[config.mk]
export PLATFORM = sky130hd
export DESIGN_NAME = tnn_neuron_scheduler_flat
export DESIGN_NICKNAME = d
export VERILOG_FILES = /design/src/rtl/tnn_neuron_scheduler_if.sv /design/src/rtl/tnn_neuron_scheduler.sv /design/src/flat_wrapper.sv
export SDC_FILE = /design/constraint.sdc
export NUM_CORES = 1
export LEC_CHECK = 0
export CAP_MARGIN = 10
export CORE_MARGIN = 4
export CORE_UTILIZATION = 45
export DETAILED_ROUTE_END_ITERATION = 16
export PLACE_DENSITY = 0.69
export SLEW_MARGIN = 20
export SYNTH_ARGS = -nofsm -noshare
export SYNTH_HDL_FRONTEND = slang
export SYNTH_SLANG_ARGS = --single-unit
[constraint.sdc]
create_clock -name clk -period 4.5 [get_ports clk]
set_input_delay 1.35 -clock clk [delete_from_list [all_inputs] [get_ports clk]]
set_output_delay 1.35 -clock clk [all_outputs]
set_load 0.005 [all_outputs]
[src/rtl/tnn_neuron_scheduler_if.sv]
// Sample, configuration, shared-core and result signals of the
// ternary neuron scheduler, grouped as one bundle.
interface tnn_neuron_scheduler_if #(
    parameter int N_NEURONS = 8
);
    localparam int AW = $clog2(N_NEURONS);

    logic                 in_valid;
    logic                 in_ready;
    logic [13:0]          in_data;
    logic                 cfg_we;
    logic                 cfg_ready;
    logic [AW-1:0]        cfg_addr;
    logic [7:0]           cfg_data;
    logic [1:0]           core_a;
    logic [1:0]           core_b;
    logic [1:0]           core_c;
    logic [1:0]           core_d;
    logic [1:0]           core_e;
    logic [1:0]           core_f;
    logic [1:0]           core_g;
    logic                 core_out;
    logic                 out_valid;
    logic                 out_ready;
    logic [N_NEURONS-1:0] out_data;
    logic                 busy;

    modport master (
        output in_valid, in_data, cfg_we, cfg_addr, cfg_data,
        output core_out, out_ready,
        input  in_ready, cfg_ready, out_valid, out_data, busy,
        input  core_a, core_b, core_c, core_d, core_e, core_f, core_g
    );

    modport slave (
        input  in_valid, in_data, cfg_we, cfg_addr, cfg_data,
        input  core_out, out_ready,
        output in_ready, cfg_ready, out_valid, out_data, busy,
        output core_a, core_b, core_c, core_d, core_e, core_f, core_g
    );
endinterface

[src/rtl/tnn_neuron_scheduler.sv]
// Time-multiplexes one shared ternary neuron core over N_NEURONS
// logical neurons, one decision bit per neuron per sample.
module tnn_neuron_scheduler #(
    parameter int N_NEURONS = 8,
    parameter int CORE_WAIT = 0
) (
    input  logic                  clk,
    input  logic                  rst,
    tnn_neuron_scheduler_if.slave bus
);
    localparam int            AW    = $clog2(N_NEURONS);
    localparam logic [2:0]    CW    = 3'(CORE_WAIT);
    localparam logic [AW-1:0] KLAST = AW'(N_NEURONS - 1);
    localparam logic [AW:0]   NLIM  = (AW + 1)'(N_NEURONS);

    typedef enum logic [1:0] {
        IDLE,
        RUN,
        DONE
    } state_e;

    state_e               state_q, state_d;
    logic [AW-1:0]        k_q;
    logic [AW-1:0]        k_nxt;
    logic [2:0]           cnt_q;
    logic [13:0]          feat_q;
    logic [13:0]          op_q;
    logic [7:0]           cfg_q [N_NEURONS];
    logic [N_NEURONS-1:0] res_q, res_d;
    logic [N_NEURONS-1:0] out_q;
    logic                 accept;
    logic                 step;
    logic                 last;
    logic                 cfg_wr;

    // Disabled inputs are presented to the core as ternary zero.
    function automatic logic [13:0] mask_ops(
        input logic [13:0] f,
        input logic [7:0]  c
    );
        logic [13:0] m;
        m = '0;
        for (int x = 0; x < 7; x++) begin
            m[2*x +: 2] = c[x] ? f[2*x +: 2] : 2'b00;
        end
        return m;
    endfunction

    assign accept = (state_q == IDLE) && bus.in_valid;
    assign step   = (state_q == RUN) && (cnt_q == CW);
    assign last   = (k_q == KLAST);
    assign k_nxt  = k_q + 1'b1;
    assign cfg_wr = bus.cfg_we && bus.cfg_ready
                 && ({1'b0, bus.cfg_addr} < NLIM);

    always_ff @(posedge clk or posedge rst) begin
        if (rst) begin
            state_q <= IDLE;
        end else begin
            state_q <= state_d;
        end
    end

    always_comb begin
        state_d = state_q;
        unique case (state_q)
            IDLE:    if (bus.in_valid) state_d = RUN;
            RUN:     if (step && last) state_d = DONE;
            DONE:    if (bus.out_ready) state_d = IDLE;
            default: state_d = IDLE;
        endcase
    end

    always_comb begin
        bus.in_ready  = 1'b0;
        bus.out_valid = 1'b0;
        bus.busy      = 1'b0;
        unique case (state_q)
            IDLE: bus.in_ready = 1'b1;
            RUN:  bus.busy = 1'b1;
            DONE: begin
                bus.out_valid = 1'b1;
                bus.busy      = 1'b1;
            end
            default: ;
        endcase
    end

    assign bus.cfg_ready = bus.in_ready && !bus.in_valid;

    always_comb begin
        res_d      = res_q;
        res_d[k_q] = bus.core_out ^ cfg_q[k_q][7];
    end

    always_ff @(posedge clk or posedge rst) begin
        if (rst) begin
            k_q    <= '0;
            cnt_q  <= '0;
            feat_q <= '0;
            op_q   <= '0;
            res_q  <= '0;
            out_q  <= '0;
        end else if (accept) begin
            feat_q <= bus.in_data;
            op_q   <= mask_ops(bus.in_data, cfg_q[0]);
            k_q    <= '0;
            cnt_q  <= '0;
        end else if (state_q == RUN) begin
            if (step) begin
                cnt_q <= '0;
                res_q <= res_d;
                if (last) begin
                    op_q  <= '0;
                    out_q <= res_d;
                end else begin
                    k_q  <= k_nxt;
                    op_q <= mask_ops(feat_q, cfg_q[k_nxt]);
                end
            end else begin
                cnt_q <= cnt_q + 3'd1;
            end
        end
    end

    always_ff @(posedge clk or posedge rst) begin
        if (rst) begin
            for (int i = 0; i < N_NEURONS; i++) begin
                cfg_q[i] <= 8'h7F;
            end
        end else if (cfg_wr) begin
            cfg_q[bus.cfg_addr] <= bus.cfg_data;
        end
    end

    assign bus.core_a   = op_q[1:0];
    assign bus.core_b   = op_q[3:2];
    assign bus.core_c   = op_q[5:4];
    assign bus.core_d   = op_q[7:6];
    assign bus.core_e   = op_q[9:8];
    assign bus.core_f   = op_q[11:10];
    assign bus.core_g   = op_q[13:12];
    assign bus.out_data = out_q;
endmodule
[src/flat_wrapper.sv]
// flat-port wrapper written by rule: the top's interface ports become plain ports
module tnn_neuron_scheduler_flat 
#(
    parameter int N_NEURONS = 8,
    parameter int CORE_WAIT = 0
)
  (clk, rst, bus_in_valid, bus_in_data, bus_cfg_we, bus_cfg_addr, bus_cfg_data, bus_core_out, bus_out_ready, bus_in_ready, bus_cfg_ready, bus_out_valid, bus_out_data, bus_busy, bus_core_a, bus_core_b, bus_core_c, bus_core_d, bus_core_e, bus_core_f, bus_core_g);
  tnn_neuron_scheduler_if #(.N_NEURONS(N_NEURONS)) bus_i ();
  input  logic clk;
  input  logic rst;
  input wire logic [$bits(bus_i.in_valid)-1:0] bus_in_valid;
  input wire logic [$bits(bus_i.in_data)-1:0] bus_in_data;
  input wire logic [$bits(bus_i.cfg_we)-1:0] bus_cfg_we;
  input wire logic [$bits(bus_i.cfg_addr)-1:0] bus_cfg_addr;
  input wire logic [$bits(bus_i.cfg_data)-1:0] bus_cfg_data;
  input wire logic [$bits(bus_i.core_out)-1:0] bus_core_out;
  input wire logic [$bits(bus_i.out_ready)-1:0] bus_out_ready;
  output wire logic [$bits(bus_i.in_ready)-1:0] bus_in_ready;
  output wire logic [$bits(bus_i.cfg_ready)-1:0] bus_cfg_ready;
  output wire logic [$bits(bus_i.out_valid)-1:0] bus_out_valid;
  output wire logic [$bits(bus_i.out_data)-1:0] bus_out_data;
  output wire logic [$bits(bus_i.busy)-1:0] bus_busy;
  output wire logic [$bits(bus_i.core_a)-1:0] bus_core_a;
  output wire logic [$bits(bus_i.core_b)-1:0] bus_core_b;
  output wire logic [$bits(bus_i.core_c)-1:0] bus_core_c;
  output wire logic [$bits(bus_i.core_d)-1:0] bus_core_d;
  output wire logic [$bits(bus_i.core_e)-1:0] bus_core_e;
  output wire logic [$bits(bus_i.core_f)-1:0] bus_core_f;
  output wire logic [$bits(bus_i.core_g)-1:0] bus_core_g;
  assign bus_i.in_valid = bus_in_valid;
  assign bus_i.in_data = bus_in_data;
  assign bus_i.cfg_we = bus_cfg_we;
  assign bus_i.cfg_addr = bus_cfg_addr;
  assign bus_i.cfg_data = bus_cfg_data;
  assign bus_i.core_out = bus_core_out;
  assign bus_i.out_ready = bus_out_ready;
  assign bus_in_ready = bus_i.in_ready;
  assign bus_cfg_ready = bus_i.cfg_ready;
  assign bus_out_valid = bus_i.out_valid;
  assign bus_out_data = bus_i.out_data;
  assign bus_busy = bus_i.busy;
  assign bus_core_a = bus_i.core_a;
  assign bus_core_b = bus_i.core_b;
  assign bus_core_c = bus_i.core_c;
  assign bus_core_d = bus_i.core_d;
  assign bus_core_e = bus_i.core_e;
  assign bus_core_f = bus_i.core_f;
  assign bus_core_g = bus_i.core_g;
  tnn_neuron_scheduler #(.N_NEURONS(N_NEURONS), .CORE_WAIT(CORE_WAIT)) u_core (.clk(clk), .rst(rst), .bus(bus_i));
endmodule
## Word level (Yosys, flattened, before mapping)

Cells that the tools add are included.

| storage, ports and cells | value |
|---|---|
| register bits | 116 |
| input bits | 31 |
| output and inout port bits | 26 |

| cells by class | value |
|---|---|
| $add $sub $neg | 2 |
| magnitude comparators | 6 |
| eq/ne operators | 7 |
| multiplexer cells | 44 |
| bitwise operators | 5 |
| reduce and logical (&&, ||, !) cells | 18 |

Operator list:

| cell | number |
|---|---|
| $bwmux W64 | 1 |
| $mux W14 | 4 |
| $bmux W8 S3 | 2 |
| $mux W2 | 17 |
| $demux W8 S3 | 1 |
| $mux W8 | 3 |
| $mux W3 | 7 |
| $mux W7 | 2 |
| $ge A4 B4 Y1 const B | 3 |
| $not A3 Y4 | 3 |
| $reduce_and A3 Y1 | 3 |
| $bwmux W8 | 1 |
| $logic_and A1 B1 Y1 | 7 |
| $add A3 B1 Y3 const B | 2 |
| $ne A2 B2 Y1 const B | 3 |
| $pmux W2 S3 | 1 |
| $lt A3 B4 Y1 const B | 1 |
| $lt A4 B1 Y1 const B | 1 |
| $mux W1 | 4 |
| $reduce_and A4 Y1 | 1 |
| $reduce_bool A2 Y1 | 2 |
| $demux W1 S3 | 1 |
| $eq A3 B3 Y1 const B | 1 |
| $ge A3 B1 Y1 const B | 1 |
| 10 further kinds | 10 |

## Longest topological paths before layout

Gate-level depths: netlist of the first run.

| logic depth | value |
|---|---|
| word-level depth | 10 |
| depth in mapped cells | 9 |
| gate-level depth less buffers | 6 |

## Worst setup path before layout of the first run

OpenSTA, ideal clock, no wires.

| path | value |
|---|---|
| path type | input port to output port |
| start | input bus_in_valid |
| end | output bus_cfg_ready |
| data arrival time | 1.498 ns |
| data required time | 3.150 ns |
| slack | 1.652 ns |
| stages | 1 |
| buffers on the path | 0 |
| cells stage by stage | nor2b_1 |

| between the ends | value |
|---|---|
| word-level cells in the longest chain between the ends | 2 |

RTL lines:

| element | line | RTL |
|---|---|---|
| start, declared | flat_wrapper.sv:11 | `input wire logic [$bits(bus_i.in_valid)-1:0] bus_in_valid;` |
| $logic_not A1 Y1 | tnn_neuron_scheduler.sv:89 | `assign bus.cfg_ready = bus.in_ready && !bus.in_valid;` |
| $logic_and A1 B1 Y1 | tnn_neuron_scheduler.sv:89 |  |
| end, declared | flat_wrapper.sv:19 | `output wire logic [$bits(bus_i.cfg_ready)-1:0] bus_cfg_ready;` |

No other way between the ends.

## Worst setup path after layout of the first run

Ends and elaborated chain as after synthesis.

==> results of run 1 <==
[layer usage]
metal	wire length, um	GRT usage (%)	up-vias
met2	5660	27.9	80
met4	128	6.23	0
met5	0	0	-
met3	493	4.37	11
met1	5620	23.8	1912
li1	-	-	1775
[registers in the layout, summed over array words and instances, names as in the netlist]
name,count
u_core.feat_q,14
u_core.k_q,3
u_core.cfg_q,64
u_core.cnt_q,3
u_core.bus.out_data,8
u_core.op_q,14
u_core.state_q,2
u_core.res_q,8
[critical path, delay by kind of cell]
kind                   cells  cell delay [ns]
buffers and inverters      2             0.94
and+or+nand+nor            1             0.16
[cells in the mapped netlist, drive strengths merged]
master	number	area [um^2]
nand4b	2	17.5
dfstp	56	1470
and4b	1	10.0
mux2i	41	410
inv	6	22.5
xor2	1	8.76
a21o	1	7.51
nor4	1	12.5
mux2	73	822
o21ai	2	10.0
nand4	14	87.6
nor3b	3	32.5
nor2b	4	25.0
nor3	4	20.0
nand2	54	203
a22oi	14	105
mux4	1	22.5
and2	3	18.8
xnor2	7	80.1
nand2b	2	12.5
clkbuf	14	52.6
a21oi	53	265
buf	9	56.3
dfrtp	60	1500
nand3	2	10.0
nor2	20	80.1
nand3b	5	37.5
o22a	1	8.76
ha	9	113
and3	2	12.5
[final cells by class]
| type | instances | area share, % |
|---|---|---|
| clock buffer | 20 | 7.01 |
| clock inverter | 12 | 1.72 |
| inverter | 6 | 0.367 |
| multi-input combinational | 320 | 35.7 |
| sequential | 116 | 43.6 |
| tap | 147 | 2.70 |
| timing repair buffer | 61 | 8.95 |
[power by group]
group	switching [uW]	internal (uW)	total [uW]
Combinational	856	818	1670
Sequential	272	1660	1930
Clock	490	829	1320
[layout by cell type (no fill, tap or decap), drive strengths merged, types with 2 or more instances in the layout]
| master | netlist | routed |
|---|---|---|
| nor2b | 4 | 4 |
| mux2i | 41 | 41 |
| clkdlybuf4s50 | 0 | 56 |
| nand4 | 14 | 14 |
| nand3b | 5 | 5 |
| nand2 | 54 | 54 |
| inv | 6 | 11 |
| xnor2 | 7 | 7 |
| dfrtp | 60 | 60 |
| clkinvlp | 0 | 2 |
| nand4b | 2 | 2 |
| a21oi | 53 | 53 |
| ha | 9 | 9 |
| clkbuf | 14 | 20 |
| a22oi | 14 | 14 |
| nand3 | 2 | 2 |
| mux2 | 73 | 73 |
| dfstp | 56 | 56 |
| and2 | 3 | 3 |
| buf | 9 | 5 |
| and3 | 2 | 2 |
| o21ai | 2 | 2 |
| nor3b | 3 | 3 |
| nor2 | 20 | 20 |
| clkinv | 0 | 4 |
| nand2b | 2 | 2 |
| nor3 | 4 | 4 |
[path summary, 6_finish.rpt]
check | start | end | slack [ns] | cells after the start
min | u_core.feat_q[4]$_DFFE_PP0P_ | u_core.feat_q[4]$_DFFE_PP0P_ | 0.48 | 2
max reg2reg | u_core.state_q[1]$_DFFE_PP0P_ | u_core.op_q[0]$_DFFE_PP0P_ | 1.72 | 6
max in group asynchronous | rst | u_core.cfg_q[16]$_DFFE_PP1P_ | 2.34 | 3
max | bus_in_valid | bus_cfg_ready | 0.70 | 3
min reg2reg | u_core.feat_q[4]$_DFFE_PP0P_ | u_core.feat_q[4]$_DFFE_PP0P_ | 0.48 | 2
min in group asynchronous | rst | u_core.bus.out_data[3]$_DFFE_PP0P_ | 1.35 | 2
[through the flow]
step | setup slack [ns] | instance area (um^2) | hold slack [ns] | util, % | cells
3_3_place_gp | 0.710 | 6230 | 0.456 | 51.8 | 650
2_1_floorplan | 0.170 | 5540 | 0.445 | - | 465
6_report | 0.700 | 6820 | 0.483 | 56.8 | 682
5_1_grt | 0.652 | 6820 | 0.496 | 56.8 | 682
3_5_place_dp | 0.694 | 6230 | 0.464 | 51.8 | 650
4_1_cts | 0.684 | 6820 | 0.481 | 56.8 | 682
[cell families (layout without fill, tap and decap cells)]
| logic type | Yosys count | in the layout |
|---|---|---|
| DFF | 116 | 116 |
| muxes | 115 | 115 |
| and+or+nand+nor | 117 | 117 |
| buffers and inverters | 29 | 99 |
| xor gates and xnor gates | 8 | 8 |
| adders and majority gates | 9 | 9 |
| AOI/OAI and AO/OA | 71 | 71 |
==> impl_metrics.toml, run 1 <==
[sta]
hold_viol_final = 0
min_period_over_period_pct = 84.4
max-slew-margin-rel_pct = 31.6
max_freq_mhz = 263
setup_tns_ns = 0
max_slew.worst_pin.slew_ns = 1.03
maxSlewViolCount = 0
finalClockSkew_ns = 0.00463
setup_viol = 0
period_needed_ns = 3.80
rsz0062_at_grt = "false"

[clock_network]
ctsHoldBuffers = 0
htreeDepth = 4
cts.clk_slew.worst_paths_ns = 0.06
cts_buffers = 17
cts_root_buf = "clkbuf_16"
cts.repair.resized = 0
cts_sinks = 116
cts_setup_buffers = 0
clk_latency_ns = 0.41
clk_path_buf_depth = 2
cts_tree = "built"

[placement]
dpl.hpwl_um = 8090
gp_congestion = 0.742
portBuffers = 56

[routing]
totalWireLength_um = 11900
vias = 3778
vias_per_cell = 5.54
route.detailed.drc = 0
first_iter_violations = 422
dr.pass1.iters = 4
postRouteAntennaNets = 0
routedWlPerCell_um = 17.5

[global_route]
grt_pass1_wl_um = 19900
track_usage_pct = 17.7
grt_overflow_total = 0
antenna_found_initial = 0
grt_pass1_vias = 3816
grt_max_degree = 72

[cells_and_area]
fill_cells = 970
multiInputGateArea_um2 = 2430
drive_above_1_share_pct = 32.5
regArea_um2 = 2970
diodes = 0
nets = 562
area_growth_pct = 23.2

[yosys]
synth-simple-area-share_pct = 10.5
ys_ff_latch = 116
avgSynthCellArea_um2 = 11.9
yosys.area_share.xor_xnor_pct = 1.60
synthesis.area_um2 = 5540
syn_inst = 465
synth_top_family_by_area = "multiplexers"
synth_compound_area_share_pct = 7.16
yosys_warnings = 0
yosysSeqAreaShare_pct = 53.7
synthMuxAreaShare_pct = 22.7
synth.distinct_cells = 36
synthAdderAreaFrac_pct = 2.03
syn-num-nets = 505

[setup_path]
cp.required_ns = 3.15
critPathSlowestCell = "clkdlybuf4s50_1"
crit_path_cell_trace = "clkdlybuf4s50_1 -> nor2b_1 -> clkdlybuf4s50_1"
cp_max_fo = 2
crit_top_cell = "clkdlybuf4s50_1"
critPathLaunchType = "input port"
crit_arrival_ns = 2.45
max_stage_delay_ns = 0.52
critPathCaptureType = "output port"
criticalPathCategory = "in -> out"

[floorplanning]
fp-row-count = 40
die_y_um = 119
start_util_pct = 46.1
pin_count = 57
fp.dieArea_um2 = 14100
die_w_um = 119
core_area_um2 = 12000

[power]
p_total_uw = 4930
power.density_nw_per_um2 = 722
ir_drop_mv = 0.317
p_leak_uw = 0.00287

[run]
drv_cap = 0

[hold_path]
hold_class = "reg -> reg"

[status]
status = "finished clean"
Power figures use the tool's default switching activity.
==> run 2, diff against run 1 <==
--- a/config.mk
+++ b/config.mk
@@ -9,7 +9,7 @@
 export CORE_MARGIN = 4
 export CORE_UTILIZATION = 45
 export DETAILED_ROUTE_END_ITERATION = 16
-export PLACE_DENSITY = 0.69
+export PLACE_DENSITY = 0.67
 export SLEW_MARGIN = 20
 export SYNTH_ARGS = -nofsm -noshare
 export SYNTH_HDL_FRONTEND = slang
==> constraint.sdc (replaced) <==
create_clock -name clk -period 3.6 [get_ports clk]
set_input_delay 1.08 -clock clk [delete_from_list [all_inputs] [get_ports clk]]
set_output_delay 1.08 -clock clk [all_outputs]
set_load 0.005 [all_outputs]
==> impl_metrics.toml, run 2 (synthesized netlist as in run 1, its figures left out) <==
[cells_and_area]
area_growth_pct = 23.2
top_register = "u_core.cfg_q"
utilization_pct = 56.8
layout_common_cells = "mux2_2 (72), dfrtp_1 (59), clkdlybuf4s50_1 (56), dfstp_2 (56), nand2_1 (54)"
final_common_cell = "mux2_2"
largest_reg_flops = 64
diodes = 0
drive_above_1_share_pct = 33.0
nets = 567
top_regs = "u_core.cfg_q x64, u_core.feat_q x14, u_core.op_q x14"
fill_cells = 1006
final_area_um2 = 6820

[routing]
vias = 3753
postRouteAntennaNets = 0
routedWlPerCell_um = 17.0
totalWireLength_um = 11700
route.detailed.drc = 0
vias_per_cell = 5.46
first_iter_violations = 300
dr.pass1.iters = 4

[clock_network]
cts_setup_buffers = 0
cts_tree = "built"
cts_sinks = 116
cts.repair.resized = 0
cts_buffers = 17
clk_path_buf_depth = 2
htreeDepth = 4
ctsHoldBuffers = 0
clk_latency_ns = 0.41
cts.clk_slew.worst_paths_ns = 0.05
cts_root_buf = "clkbuf_16"

[floorplanning]
start_util_pct = 46.1
pin_count = 57
die_y_um = 119
die_w_um = 119
fp-row-count = 40
core_area_um2 = 12000
fp.dieArea_um2 = 14100

[setup_path]
critPathCaptureType = "output port"
criticalPathCategory = "in -> out"
r2r-start = "u_core.k_q[1]$_DFFE_PP0P_"
crit_arrival_ns = 2.22
crit_start = "bus_in_valid"
cp.required_ns = 2.52
cp_max_fo = 2
critPathLaunchType = "input port"

[global_route]
grt_pass1_wl_um = 19800
grt_max_degree = 55
grt_overflow_total = 0
antenna_found_initial = 0
grt_pass1_vias = 3802
track_usage_pct = 17.7

[sta]
max_freq_mhz = 303
max-slew-margin-rel_pct = 38.6
min_period_over_period_pct = 91.7
max_slew.worst_pin.slew_ns = 0.918
maxSlewViolCount = 0
whs_ns = 0.477
rsz0062_at_grt = "false"
setup_tns_ns = 0
hold_viol_final = 0
finalClockSkew_ns = 0.00867
period_needed_ns = 3.30
setup_viol = 0

[placement]
portBuffers = 56
gp_congestion = 0.785
dpl.hpwl_um = 8150
placed_area_um2 = 6260

[power]
p_leak_uw = 0.00289
ir_drop_mv = 0.324
power.density_nw_per_um2 = 888

[hold_path]
holdCritStartpoint = "u_core.feat_q[4]$_DFFE_PP0P_"
hold_class = "reg -> reg"

[run]
drv_cap = 0

[status]
status = "finished clean"
## run 2: cell types whose count changed in the layout (fill, tap and decap cells not counted), moves of 2 or more
cell / previous run / this run
clkbuf_8: 2 / 4
inv_6: 4 / 0
clkinv_4: 3 / 0
buf_4: 4 / 9
clkinv_2: 1 / 7
## run 2: cell type report
cell class	instances	area, um^2	share of cell area (%)
clock buffers	23	509	7.46
clock inverters	9	48.8	0.715
inverters	6	26.3	0.385
multi-input cells	320	2430	35.7
flip-flops and latches	116	2970	43.6
well taps	147	184	2.70
repair buffers	66	648	9.50
## run 2: critical path, stage by stage
cell and delay [ns]:
clkdlybuf4s50_1 0.44, nor2b_1 0.17, clkdlybuf4s50_1 0.53
## run 2: report_power, final
| part | switching [uW] | internal, uW |
|---|---|---|
| registers | 357 | 2080 |
| clock network | 572 | 983 |
| logic | 1040 | 1030 |
## run 2: worst paths after layout
path	endpoint	slack [ns]	cells after the start
max	bus_cfg_ready	0.30	3
min	u_core.feat_q[4]$_DFFE_PP0P_	0.48	2
max reg2reg	u_core.op_q[9]$_DFFE_PP0P_	1.28	6
min reg2reg	u_core.feat_q[4]$_DFFE_PP0P_	0.48	2
max in group asynchronous	u_core.cfg_q[17]$_DFFE_PP1P_	1.70	3
min in group asynchronous	u_core.bus.out_data[7]$_DFFE_PP0P_	1.14	2
## run 2: metrics by stage
step | worst slack, ns | cells | power, uW
finish | 0.299 | 687 | 6060
global route | 0.234 | 687 | 6440
CTS | 0.291 | 687 | 6090
detailed placement | 0.299 | 655 | 4520
global placement | 0.348 | 655 | 4420
floorplan | 1.15 | 465 | 3810
## run 2: metal layers
layer / vias to the layer above / global-route usage, % / wire [um]
met4: 0 / 6.44 / 171
li1: 1778 / - / -
met3: 15 / 4.65 / 521
met1: 1876 / 25.0 / 5680
met2: 84 / 26.2 / 5310
met5: - / 0 / 0
==> run 3, diff against run 2 <==
--- a/config.mk
+++ b/config.mk
@@ -9,7 +9,8 @@
 export CORE_MARGIN = 4
 export CORE_UTILIZATION = 45
 export DETAILED_ROUTE_END_ITERATION = 16
-export PLACE_DENSITY = 0.67
+export PLACE_DENSITY = 0.77
+export SETUP_SLACK_MARGIN = 0.05
 export SLEW_MARGIN = 20
 export SYNTH_ARGS = -nofsm -noshare
 export SYNTH_HDL_FRONTEND = slang
==> impl_metrics.toml, run 3 (synthesized netlist as in run 1, its figures left out) <==
[floorplanning]
pin_count = 57
fp-row-count = 40
fp.dieArea_um2 = 14100
core_area_um2 = 12000
die_y_um = 119
die_w_um = 119
start_util_pct = 46.1

[power]
seqPwrFrac_pct = 39.9
p_leak_uw = 0.00287
p_total_uw = 6150
ir_drop_mv = 0.426
net-switching-power_uw = 1960
intPower_uw = 4190
p_comb_share_pct = 33.7
power.density_nw_per_um2 = 901
p_clk_share_pct = 26.4
p_sw_share_pct = 31.8

[cells_and_area]
utilization_pct = 56.8
nets = 564
layout_common_cells = "mux2_2 (72), dfrtp_1 (59), clkdlybuf4s50_1 (56), dfstp_2 (56), nand2_1 (54)"
top_regs = "u_core.cfg_q x64, u_core.feat_q x14, u_core.op_q x14"
drive_above_1_share_pct = 31.5
diodes = 0
largest_reg_flops = 64
top_register = "u_core.cfg_q"
area_growth_pct = 23.3
final_common_cell = "mux2_2"
fill_cells = 977

[clock_network]
cts_tree = "built"
clk_latency_ns = 0.41
cts.repair.resized = 0
cts_buffers = 17
cts.clk_slew.worst_paths_ns = 0.05
cts_setup_buffers = 0
htreeDepth = 4
cts_root_buf = "clkbuf_16"
ctsHoldBuffers = 0
cts_sinks = 116
clk_path_buf_depth = 2

[status]
status = "finished clean"

[placement]
gp_congestion = 0.788
portBuffers = 56
dpl.hpwl_um = 8190

[routing]
dr.pass1.iters = 4
totalWireLength_um = 12300
first_iter_violations = 250
route.detailed.drc = 0
vias = 3778
postRouteAntennaNets = 0
routedWlPerCell_um = 18.0
vias_per_cell = 5.52

[sta]
period_needed_ns = 3.33
setup_viol = 0
max_freq_mhz = 300
max-slew-margin-rel_pct = 42.8
min_period_over_period_pct = 92.5
maxSlewViolCount = 0
setup_tns_ns = 0
hold_viol_final = 0
rsz0062_at_grt = "false"
finalClockSkew_ns = 0.00569
max_slew.worst_pin.slew_ns = 0.857

[setup_path]
critPathLaunchType = "input port"
crit_top_cell = "clkdlybuf4s50_1"
critPathCaptureType = "output port"
critPathSlowestCell = "clkdlybuf4s50_1"
cp_max_fo = 2
crit_arrival_ns = 2.25
crit_path_cell_trace = "clkdlybuf4s50_1 -> nor2b_1 -> clkdlybuf4s50_1"
cp.required_ns = 2.52
worstRegToRegCells = 7
criticalPathCategory = "in -> out"
max_stage_delay_ns = 0.53

[global_route]
grt_pass1_wl_um = 20500
track_usage_pct = 18.4
grt_pass1_vias = 4108
grt_max_degree = 117
antenna_found_initial = 0
grt_overflow_total = 0

[run]
drv_cap = 0

[hold_path]
min_delay_path_depth = 2
hold_class = "reg -> reg"
[run 3: worst paths after layout]
path / start / endpoint / slack, ns
max: bus_in_valid / bus_cfg_ready / 0.27
min: u_core.feat_q[5]$_DFFE_PP0P_ / u_core.feat_q[5]$_DFFE_PP0P_ / 0.48
max reg2reg: u_core.state_q[1]$_DFFE_PP0P_ / u_core.op_q[6]$_DFFE_PP0P_ / 1.25
min reg2reg: u_core.feat_q[5]$_DFFE_PP0P_ / u_core.feat_q[5]$_DFFE_PP0P_ / 0.48
max in group asynchronous: rst / u_core.k_q[0]$_DFFE_PP0P_ / 1.94
min in group asynchronous: rst / u_core.bus.out_data[4]$_DFFE_PP0P_ / 1.17
[run 3: critical path: cells and delay by family]
family | cells | cell delay (ns)
buffers and inverters | 2 | 0.97
and+or+nand+nor | 1 | 0.19
[run 3: power groups by stage]
stage / Sequential [uW] / Clock (uW) / Combinational (uW)
5_1_grt: 2530 / 1710 / 2280
3_3_place_gp: 2420 / 0 / 1970
4_1_cts: 2450 / 1650 / 2090
3_5_place_dp: 2470 / 0 / 2060
2_1_floorplan: 2320 / 0 / 1490
6_report: 2460 / 1620 / 2070
[run 3: metal layers]
| layer | global-route usage (%) | vias up | wire length (um) | share of wire (%) |
|---|---|---|---|---|
| li1 | - | 1777 | - | - |
| met1 | 22.2 | 1889 | 5360 | 44 |
| met2 | 30.9 | 92 | 6160 | 50 |
| met3 | 5.70 | 20 | 582 | 4.7 |
| met4 | 7.39 | 0 | 199 | 1.6 |
| met5 | 0 | - | 0 | 0 |
[run 3: cell type report]
type                    instances  area (um^2)  share of cell area, %
clock buffers                  30          546                   7.99
clock inverters                 2         37.5                  0.550
inverters                       6         26.3                  0.385
multi-input cells             320         2430                   35.6
flip-flops and latches        116         2970                   43.6
well taps                     147          184                   2.69
repair buffers                 63          626                   9.17
[run 3: per-stage QoR]
stage	setup WS (ns)	hold slack [ns]	instance area [um^2]	cells
floorplan	1.15	0.445	5540	465
global placement	0.310	0.456	6240	652
detailed placement	0.273	0.463	6240	652
CTS	0.270	0.476	6830	684
global route	0.204	0.502	6830	684
finish	0.271	0.476	6830	684
